**src/rtl/can_cpu_bus_arbiter_if.sv**
```systemverilog
// Register-port bundle shared by the two requesters and the CAN_Top CPU port.
// The master modport drives a request; the slave modport answers it.
interface can_cpu_bus_arbiter_if;
    logic        cs;
    logic        write;
    logic        read;
    logic [31:0] addr;
    logic [31:0] wdat;
    logic [31:0] rdat;
    logic        ack;
    logic        err;

    modport master (output cs, write, read, addr, wdat, input rdat, ack, err);
    modport slave  (input cs, write, read, addr, wdat, output rdat, ack, err);
endinterface

```
**src/rtl/can_cpu_bus_arbiter.sv**
```systemverilog
// Round-robin two-master arbiter for the CAN_Top CPU register port.
// Each granted transfer is latched onto the bus and guarded by an ack-timeout watchdog.
module can_cpu_bus_arbiter #(
    parameter int TIMEOUT_CYC = 255,
    parameter int TO_W        = 8
) (
    input  logic                  sysclk,
    input  logic                  ponrst_n,
    can_cpu_bus_arbiter_if.slave  m0,
    can_cpu_bus_arbiter_if.slave  m1,
    can_cpu_bus_arbiter_if.master cpu,
    output logic [1:0]            grant,
    output logic                  timeout_o
);

    typedef enum logic [1:0] {IDLE, BUSY, DONE} state_t;

    localparam logic [TO_W-1:0] TO_LAST = TO_W'(TIMEOUT_CYC - 1);

    state_t          state_reg, state_next;
    logic            last_grant_reg, last_grant_next;   // 1 = master 1 was served last
    logic            owner_reg, owner_next;
    logic [TO_W-1:0] cnt_reg, cnt_next;
    logic            cpu_cs_reg, cpu_cs_next;
    logic            cpu_write_reg, cpu_write_next;
    logic            cpu_read_reg, cpu_read_next;
    logic [31:0]     cpu_addr_reg, cpu_addr_next;
    logic [31:0]     cpu_wdat_reg, cpu_wdat_next;
    logic [1:0]      grant_reg, grant_next;
    logic            timeout_reg, timeout_next;
    logic [1:0]      ack_reg, ack_next;
    logic [1:0]      err_reg, err_next;
    logic [31:0]     rdat_reg  [2];
    logic [31:0]     rdat_next [2];

    logic [1:0]      req_cs, req_write, req_read;
    logic [31:0]     req_addr [2];
    logic [31:0]     req_wdat [2];
    logic            sel;
    logic            finish;

    assign req_cs      = {m1.cs, m0.cs};
    assign req_write   = {m1.write, m0.write};
    assign req_read    = {m1.read, m0.read};
    assign req_addr[0] = m0.addr;
    assign req_addr[1] = m1.addr;
    assign req_wdat[0] = m0.wdat;
    assign req_wdat[1] = m1.wdat;

    always_ff @(posedge sysclk or negedge ponrst_n) begin
        if (!ponrst_n) begin
            state_reg      <= IDLE;
            last_grant_reg <= 1'b1;
            owner_reg      <= 1'b0;
            cnt_reg        <= '0;
            cpu_cs_reg     <= 1'b0;
            cpu_write_reg  <= 1'b0;
            cpu_read_reg   <= 1'b0;
            cpu_addr_reg   <= '0;
            cpu_wdat_reg   <= '0;
            grant_reg      <= '0;
            timeout_reg    <= 1'b0;
        end else begin
            state_reg      <= state_next;
            last_grant_reg <= last_grant_next;
            owner_reg      <= owner_next;
            cnt_reg        <= cnt_next;
            cpu_cs_reg     <= cpu_cs_next;
            cpu_write_reg  <= cpu_write_next;
            cpu_read_reg   <= cpu_read_next;
            cpu_addr_reg   <= cpu_addr_next;
            cpu_wdat_reg   <= cpu_wdat_next;
            grant_reg      <= grant_next;
            timeout_reg    <= timeout_next;
        end
    end

    // Per-requester response registers
    for (genvar gi = 0; gi < 2; gi++) begin : g_resp
        always_ff @(posedge sysclk or negedge ponrst_n) begin
            if (!ponrst_n) begin
                ack_reg[gi]  <= 1'b0;
                err_reg[gi]  <= 1'b0;
                rdat_reg[gi] <= '0;
            end else begin
                ack_reg[gi]  <= ack_next[gi];
                err_reg[gi]  <= err_next[gi];
                rdat_reg[gi] <= rdat_next[gi];
            end
        end
    end

    always_comb begin
        state_next      = state_reg;
        last_grant_next = last_grant_reg;
        owner_next      = owner_reg;
        cnt_next        = cnt_reg;
        cpu_cs_next     = cpu_cs_reg;
        cpu_write_next  = cpu_write_reg;
        cpu_read_next   = cpu_read_reg;
        cpu_addr_next   = cpu_addr_reg;
        cpu_wdat_next   = cpu_wdat_reg;
        grant_next      = grant_reg;
        timeout_next    = timeout_reg;
        ack_next        = ack_reg;
        err_next        = err_reg;
        rdat_next[0]    = rdat_reg[0];
        rdat_next[1]    = rdat_reg[1];
        sel             = 1'b0;
        finish          = 1'b0;

        case (state_reg)
            IDLE: begin
                if (|req_cs) begin
                    sel = (&req_cs) ? ~last_grant_reg : req_cs[1];
                    if (req_write[sel] ^ req_read[sel]) begin
                        cpu_cs_next    = 1'b1;
                        cpu_write_next = req_write[sel];
                        cpu_read_next  = req_read[sel];
                        cpu_addr_next  = req_addr[sel];
                        cpu_wdat_next  = req_write[sel] ? req_wdat[sel] : 32'd0;
                        grant_next     = sel ? 2'b10 : 2'b01;
                        owner_next     = sel;
                        cnt_next       = '0;
                        state_next     = BUSY;
                    end else begin
                        // Malformed op is refused without touching the CAN bus
                        err_next[sel]   = 1'b1;
                        last_grant_next = sel;
                        state_next      = DONE;
                    end
                end
            end

            BUSY: begin
                if (cpu.ack || cpu.err) begin
                    finish = 1'b1;
                    if (cpu.ack) begin
                        ack_next[owner_reg] = 1'b1;
                        if (cpu_read_reg) rdat_next[owner_reg] = cpu.rdat;
                    end else begin
                        err_next[owner_reg] = 1'b1;
                    end
                end else if (cnt_reg == TO_LAST) begin
                    finish              = 1'b1;
                    err_next[owner_reg] = 1'b1;
                    timeout_next        = 1'b1;
                end else begin
                    cnt_next = cnt_reg + 1'b1;
                end

                if (finish) begin
                    cpu_cs_next     = 1'b0;
                    cpu_write_next  = 1'b0;
                    cpu_read_next   = 1'b0;
                    cpu_addr_next   = '0;
                    cpu_wdat_next   = '0;
                    grant_next      = '0;
                    last_grant_next = owner_reg;
                    state_next      = DONE;
                end
            end

            DONE: begin
                // One dead cycle lets the requester drop cs before re-arbitration
                ack_next     = '0;
                err_next     = '0;
                timeout_next = 1'b0;
                state_next   = IDLE;
            end

            default: state_next = IDLE;
        endcase
    end

    assign cpu.cs    = cpu_cs_reg;
    assign cpu.write = cpu_write_reg;
    assign cpu.read  = cpu_read_reg;
    assign cpu.addr  = cpu_addr_reg;
    assign cpu.wdat  = cpu_wdat_reg;
    assign m0.ack    = ack_reg[0];
    assign m0.err    = err_reg[0];
    assign m0.rdat   = rdat_reg[0];
    assign m1.ack    = ack_reg[1];
    assign m1.err    = err_reg[1];
    assign m1.rdat   = rdat_reg[1];
    assign grant     = grant_reg;
    assign timeout_o = timeout_reg;

endmodule

```
**src/flat_wrapper.sv**
```systemverilog
// flat-port wrapper written by rule: the top's interface ports become plain ports
module can_cpu_bus_arbiter_flat 
#(
    parameter int TIMEOUT_CYC = 255,
    parameter int TO_W        = 8
)
  (sysclk, ponrst_n, grant, timeout_o, m0_cs, m0_write, m0_read, m0_addr, m0_wdat, m0_rdat, m0_ack, m0_err, m1_cs, m1_write, m1_read, m1_addr, m1_wdat, m1_rdat, m1_ack, m1_err, cpu_cs, cpu_write, cpu_read, cpu_addr, cpu_wdat, cpu_rdat, cpu_ack, cpu_err);
  can_cpu_bus_arbiter_if m0_i ();
  can_cpu_bus_arbiter_if m1_i ();
  can_cpu_bus_arbiter_if cpu_i ();
  input  logic sysclk;
  input  logic ponrst_n;
  output logic [1:0] grant;
  output logic timeout_o;
  input wire logic [$bits(m0_i.cs)-1:0] m0_cs;
  input wire logic [$bits(m0_i.write)-1:0] m0_write;
  input wire logic [$bits(m0_i.read)-1:0] m0_read;
  input wire logic [$bits(m0_i.addr)-1:0] m0_addr;
  input wire logic [$bits(m0_i.wdat)-1:0] m0_wdat;
  output wire logic [$bits(m0_i.rdat)-1:0] m0_rdat;
  output wire logic [$bits(m0_i.ack)-1:0] m0_ack;
  output wire logic [$bits(m0_i.err)-1:0] m0_err;
  input wire logic [$bits(m1_i.cs)-1:0] m1_cs;
  input wire logic [$bits(m1_i.write)-1:0] m1_write;
  input wire logic [$bits(m1_i.read)-1:0] m1_read;
  input wire logic [$bits(m1_i.addr)-1:0] m1_addr;
  input wire logic [$bits(m1_i.wdat)-1:0] m1_wdat;
  output wire logic [$bits(m1_i.rdat)-1:0] m1_rdat;
  output wire logic [$bits(m1_i.ack)-1:0] m1_ack;
  output wire logic [$bits(m1_i.err)-1:0] m1_err;
  output wire logic [$bits(cpu_i.cs)-1:0] cpu_cs;
  output wire logic [$bits(cpu_i.write)-1:0] cpu_write;
  output wire logic [$bits(cpu_i.read)-1:0] cpu_read;
  output wire logic [$bits(cpu_i.addr)-1:0] cpu_addr;
  output wire logic [$bits(cpu_i.wdat)-1:0] cpu_wdat;
  input wire logic [$bits(cpu_i.rdat)-1:0] cpu_rdat;
  input wire logic [$bits(cpu_i.ack)-1:0] cpu_ack;
  input wire logic [$bits(cpu_i.err)-1:0] cpu_err;
  assign m0_i.cs = m0_cs;
  assign m0_i.write = m0_write;
  assign m0_i.read = m0_read;
  assign m0_i.addr = m0_addr;
  assign m0_i.wdat = m0_wdat;
  assign m0_rdat = m0_i.rdat;
  assign m0_ack = m0_i.ack;
  assign m0_err = m0_i.err;
  assign m1_i.cs = m1_cs;
  assign m1_i.write = m1_write;
  assign m1_i.read = m1_read;
  assign m1_i.addr = m1_addr;
  assign m1_i.wdat = m1_wdat;
  assign m1_rdat = m1_i.rdat;
  assign m1_ack = m1_i.ack;
  assign m1_err = m1_i.err;
  assign cpu_cs = cpu_i.cs;
  assign cpu_write = cpu_i.write;
  assign cpu_read = cpu_i.read;
  assign cpu_addr = cpu_i.addr;
  assign cpu_wdat = cpu_i.wdat;
  assign cpu_i.rdat = cpu_rdat;
  assign cpu_i.ack = cpu_ack;
  assign cpu_i.err = cpu_err;
  can_cpu_bus_arbiter #(.TIMEOUT_CYC(TIMEOUT_CYC), .TO_W(TO_W)) u_core (.sysclk(sysclk), .ponrst_n(ponrst_n), .m0(m0_i), .m1(m1_i), .cpu(cpu_i), .grant(grant), .timeout_o(timeout_o));
endmodule
```
**config.mk**
```make
export PLATFORM = sky130hd
export DESIGN_NAME = can_cpu_bus_arbiter_flat
export DESIGN_NICKNAME = d
export VERILOG_FILES = /design/src/rtl/can_cpu_bus_arbiter_if.sv /design/src/rtl/can_cpu_bus_arbiter.sv /design/src/flat_wrapper.sv
export SDC_FILE = /design/constraint.sdc
export NUM_CORES = 1
export LEC_CHECK = 0
export ABC_AREA = 1
export BUFFER_PORTS_ARGS = -buffer_cell sky130_fd_sc_hd__buf_2
export CORE_MARGIN = 5
export CORE_UTILIZATION = 48
export DETAILED_ROUTE_END_ITERATION = 6
export GPL_ROUTABILITY_DRIVEN = 0
export PLACE_DENSITY_LB_ADDON = 0.12
export SLEW_MARGIN = 30
export SYNTH_ARGS = -nofsm -noshare
export SYNTH_HDL_FRONTEND = slang
export SYNTH_SLANG_ARGS = --single-unit
```
**constraint.sdc**
```tcl
create_clock -name sysclk -period 2.2 [get_ports sysclk]
set_clock_uncertainty 0.1 [all_clocks]
set_input_delay 0 -clock sysclk [delete_from_list [all_inputs] [get_ports sysclk]]
set_output_delay 0 -clock sysclk [all_outputs]
set_load 0.02 [all_outputs]
```
# ---- Yosys cells after proc, flatten, opt, wreduce, memory -nomap -nowiden
# Cells that the tools add are included.
dict set report op_classes {
  n_addsub 1
  n_lt_le_gt_ge 7
  n_eq_ne 14
  muxes 69
  bitwise 7
  n_reduce_logical 19
}
# op count
set op_table {}
lappend op_table {{32-bit two-way mux} 13}
lappend op_table {{32-bit one-hot mux with 2 select lines} 2}
lappend op_table {{64-bit bitwise mux} 1}
lappend op_table {{32-bit demux with 1-bit select} 1}
lappend op_table {{8-bit two-way mux} 4}
lappend op_table {{2-bit two-way mux} 14}
lappend op_table {{1-bit two-way mux} 22}
lappend op_table {{8-bit one-hot mux with 2 select lines} 1}
lappend op_table {{2-bit one-hot mux with 2 select lines} 3}
lappend op_table {{4-bit AND reduction} 3}
lappend op_table {{2-bit by 1-bit inequality test with 1-bit output, second input constant} 5}
lappend op_table {{1-bit one-hot mux with 2 select lines} 5}
lappend op_table {{5-bit AND reduction} 2}
lappend op_table {{3-bit AND reduction} 3}
lappend op_table {{8-bit by 1-bit adder with 8-bit output, second input constant} 1}
lappend op_table {{8-bit equality test, second input constant} 1}
lappend op_table {{2-bit inequality test, second input constant} 4}
lappend op_table {{2-bit OR} 3}
lappend op_table {{2-bit one-hot mux with 3 select lines} 1}
lappend op_table {{2-bit >= comparator, second input constant} 2}
lappend op_table {{1-bit by 2-bit less-than comparator with 1-bit output, second input constant} 2}
lappend op_table {{1-bit inverter with 2-bit output} 2}
lappend op_table {{2-bit AND reduction} 2}
lappend op_table {{2-bit nonzero test} 2}
lappend op_table {{14 further kinds} 18}
dict set report totals {
  regBits 150
  inputBits 170
  elab_cells 134
}

# ---- Logic depth before layout (Yosys ltp)
dict set report depth {
  depth_word 10
  depth_mapped 13
  mapped_depth_nobuf 11
}

# ---- Worst setup path before layout
# OpenSTA, ideal clock, no wires.
dict set report synth_path {
  path_kind {reg-to-reg}
  start {reg u_core.state_reg[1]}
  end {reg u_core.cnt_reg[0]}
  setup_ns 0.118
  t_arrival_ns 1.697
  path_slack_ns 0.285
  path_stages_with_launch 10
  path_buffers 1
  period_less_slack_ns 1.915
  path_cell_list {dfrtp_1 > inv_1 > ha_1 > buf_2 > inv_1 > nand2_1 > a21oi_1 > nand2_1 > nand2_1 > nand2_1}
}
dict set report synth_between {
  elab_chain_len 3
  elab_cells_between_ends 9
}
# item line_no
set synth_lines {}
lappend synth_lines {{from (decl)} can_cpu_bus_arbiter.sv:20} ;# state_t state_reg, state_next;
lappend synth_lines {{from (signal assigned)} can_cpu_bus_arbiter.sv:64} ;# state_reg <= state_next;
lappend synth_lines {{2-bit by 1-bit equality test with 1-bit output / 2-bit logical NOT (equally long branches)} can_cpu_bus_arbiter.sv:112} ;# case (state_reg)
lappend synth_lines {{2-bit inequality test (no line) (tied with other cells)} n/a}
lappend synth_lines {{5-bit AND reduction (no line)} n/a}
lappend synth_lines {{to (signal assigned)} can_cpu_bus_arbiter.sv:67} ;# cnt_reg <= cnt_next;
lappend synth_lines {{to (decl)} can_cpu_bus_arbiter.sv:23} ;# logic [TO_W-1:0] cnt_reg, cnt_next;
# Several ways; a longest one is shown, not always the timed one.
# A chain may end at the register's enable or synchronous reset.

# ---- Worst setup path after layout
dict set report layout_path {
  start {reg u_core.state_reg[1]}
  end {reg u_core.cpu_addr_reg[28] (netlist: u_core.cpu.addr[28])}
}
dict set report layout_between {
  elab_chain_len 3
  elab_cells_between_ends 8
}
# item line_no
set layout_lines {}
lappend layout_lines {{2-bit by 1-bit equality test with 1-bit output / 2-bit logical NOT (equally long branches)} can_cpu_bus_arbiter.sv:112}
lappend layout_lines {{2-bit by 1-bit inequality test with 1-bit output (no line) / 2-bit nonzero test (equally long branches)} n/a}
lappend layout_lines {{4-bit AND reduction (no line)} n/a}
lappend layout_lines {{to (signal assigned)} can_cpu_bus_arbiter.sv:71} ;# cpu_addr_reg <= cpu_addr_next;
lappend layout_lines {{to (decl)} can_cpu_bus_arbiter.sv:27} ;# logic [31:0] cpu_addr_reg, cpu_addr_next;
# Several ways; a longest one is shown, not always the timed one.

==> flow_summary.toml <==
[run_status]
status = "finished, final reports clean"

[yosys]
ys_types = 27
synth.area.top_cells = "dfrtp_1 (51%), nand2_1 (24%), nand3_1 (6.0%)"
ys_ff_latch = 150
synthArstFlopShare_pct = 100
ys.flop_type = "dfrtp_1"
synth_cells = 993
syn-num-nets = 1169
yosys.cell_count.top_type = "nand2_1"
synth-edff-count = 0
synth_top_area_share_pct = 50.9
synth-seq-area-share_pct = 51.2
syn_avg_cell_area_um2 = 7.38
yosys_warnings = 0
synth_common_cells = "nand2_1 (461), dfrtp_1 (149), nand3_1 (88), o21ai_0 (68), inv_1 (55)"
netlist_area_um2 = 7330
synth_top_area_cell = "dfrtp_1"

[route]
drt_wl_total_um = 25700
ant_nets = 0
routed_via_density = 4.99
first_pass_iters = 5
first_iter_violations = 562
drc_errors = 0
vias = 8278
wire_per_inst_um = 15.5

[clock_network]
numCtsBuffers = 17
clk_latency_ns = 0.42
root_buffer = "clkbuf_16"
clock-sinks = 150
cts_tree = "yes"
clkTransAtPathRegs_ns = 0.06
clockBufferDepth = 2
htree_num_levels = 4

[global_routing]
antenna_found_initial = 5
grt-ovfl-total = 0
grt_pass1_vias = 8140
grt.met1_usage_pct = 34.6
gr-usage-met3_pct = 8.16
grt_pass1_wl_um = 40700
use_met2_pct = 46.8
grt_busiest_layer = "met2"
grt_use_total_pct = 28.3
grt_max_degree = 65

[layout]
drive_gt1_share_pct = 26.1
nets = 1631
fin_cells = 1659
area_growth_pct = 57.2
nFillCells = 1108
design_area_um2 = 11500

[sta]
post-route-period-util_pct = 97.0
final_hold_viol_count = 0
min_period_ns = 2.13
tightestPinTransition_ns = 0.432
maxSlewHeadroom_pct = 71.2
layout_setup_ws_ns = 0.0655
setup_viol = 0
maxSlewViolCount = 0
fmax_mhz = 468

[power_and_ir_drop]
vdd_drop_max_v = 0.000753
internal_power_mw = 8.15
p_seq_share_pct = 31.2
power.density_nw_per_um2 = 1270
switching_share_pct = 44.1
p_clk_share_pct = 19.4
pwr-share-comb_pct = 49.4
p_leak_nw = 6.51
p_sw_mw = 6.43

[worst_setup_path]
crit_chain = "inv_1, ha_2, buf_4, a21oi_1, dlygate4sd3_1, nand3_1, nand2_1"
path_max_fanout = 27
slowest_delay_ns = 0.57
arrival_ns = 2.34
cp_slowest_cell = "dlygate4sd3_1"
required_ns = 2.41
end_kind = "register"
worst_setup_path_start_kind = "register"
worstSetupPathType = "reg2reg"

[floorplan]
core_area_um2 = 15100
die_w_um = 134
num_rows = 45
io_pins = 308
die_h_um = 134
initial_utilization_pct = 48.6
dieArea_um2 = 17800

[placement]
place_hpwl_um = 15800
dpl_cell_area_um2 = 9160
port_buffers = 307
place_ws_ns = 0.174
dp_cells = 1451

[job]
maxCapViolations = 0

[worst_hold_path]
min-delay-path-class = "in2async"
==> cell usage in the layout (no fill, tap or decap), drive strengths merged <==
cell         count
o211ai           1
dlygate4sd3    166
bufinv           2
a21oi           34
o21ai           69
nand3           90
xnor2            1
a2bb2oi          2
clkinv           6
dfstp            1
diode            3
inv             57
nand4            1
nor2            53
buf            336
clkinvlp         3
xor2             1
ha               6
nand2          465
dfrtp          149
o21bai           2
clkbuf          22
nor3b            1
==> path summary, 6_finish.rpt <==
check	start	endpoint	slack, ns	cells after the start
setup / recovery	u_core.state_reg[1]$_DFFE_PN0P_	u_core.cpu.addr[28]$_DFFE_PN0P_	0.07	7
hold / removal	ponrst_n	u_core.last_grant_reg$_DFFE_PN1P_	0.04	2
setup reg to reg	u_core.state_reg[1]$_DFFE_PN0P_	u_core.cpu.addr[28]$_DFFE_PN0P_	0.07	7
hold reg to reg	u_core.cpu.addr[12]$_DFFE_PN0P_	u_core.cpu.addr[12]$_DFFE_PN0P_	0.36	2
max in group asynchronous	ponrst_n	u_core.m1.rdat[23]$_DFFE_PN0P_	1.52	3
min in group sysclk	m0_write	u_core.cpu.write$_DFFE_PN0P_	0.05	7
==> power by group through the flow <==
| stage | Combinational [mW] | Sequential [mW] | Clock, mW |
|---|---|---|---|
| floorplan | 2.94 | 5.86 | 0 |
| global placement | 6.68 | 4.54 | 0 |
| detailed placement | 6.82 | 4.56 | 0 |
| CTS | 7.11 | 4.53 | 2.87 |
| global route | 7.87 | 4.69 | 3.01 |
| finish | 7.21 | 4.54 | 2.83 |
==> cell type report <==
class                      instances  area, µm²  share of cell area, %
antenna                            3       7.51                 0.0651
clock buffer                      20        447                   3.87
inverter                          56        210                   1.82
tap                              188        235                   2.04
timing repair buffer             504       3620                   31.4
multi-input combinational        726       3120                   27.1
clock inverter                    12        129                   1.12
sequential                       150       3750                   32.6
==> critical path: cells and delay by family, from the launching register on <==
family,cells,cell delay [ns]
fa+ha+maj,1,0.29
buf+inv,3,1.02
simple gates,2,0.13
flops,1,0.41
compound gates,1,0.08
==> cell families (layout without fill, tap and decap cells) <==
logic type,after synthesis,in the layout,share of synthesized area [%]
buffers and inverters,117,592,6.54
and+or+nand+nor,610,610,33.4
adders and majority gates,6,6,1.02
AOI/OAI and AO/OA,108,108,7.58
other,0,3,0
DFF,150,150,51.2
xor gates and xnor gates,2,2,0.239
==> metal layers <==
layer  share of wire, %  vias to the layer above
met4                3.5                        4
li1                   -                     4047
met1                 40                     3781
met2                 48                      367
met5               0.13                        -
met3                8.4                       79
==> stage by stage <==
| stage | TNS, ns | total power [mW] | util (%) | hold WS (ns) |
|---|---|---|---|---|
| 6_report | 0 | 14.6 | 76.4 | 0.0413 |
| 5_1_grt | -0.0214 | 15.6 | 76.4 | 0.0620 |
| 4_1_cts | 0 | 14.5 | 75.7 | 0.0211 |
| 2_1_floorplan | 0 | 8.80 | - | -0.396 |
| 3_3_place_gp | 0 | 11.2 | 60.7 | -0.166 |
| 3_5_place_dp | 0 | 11.4 | 60.7 | -0.167 |
==> what timing repair did <==
action                                 in CTS  in global routing
setup endpoints to repair                   0                 64
setup buffers                               0                  4
hold buffers                              167                  0
endpoints found under the hold margin     287                  0
resized for setup                           0                  6
Power figures use the tool's default switching activity.
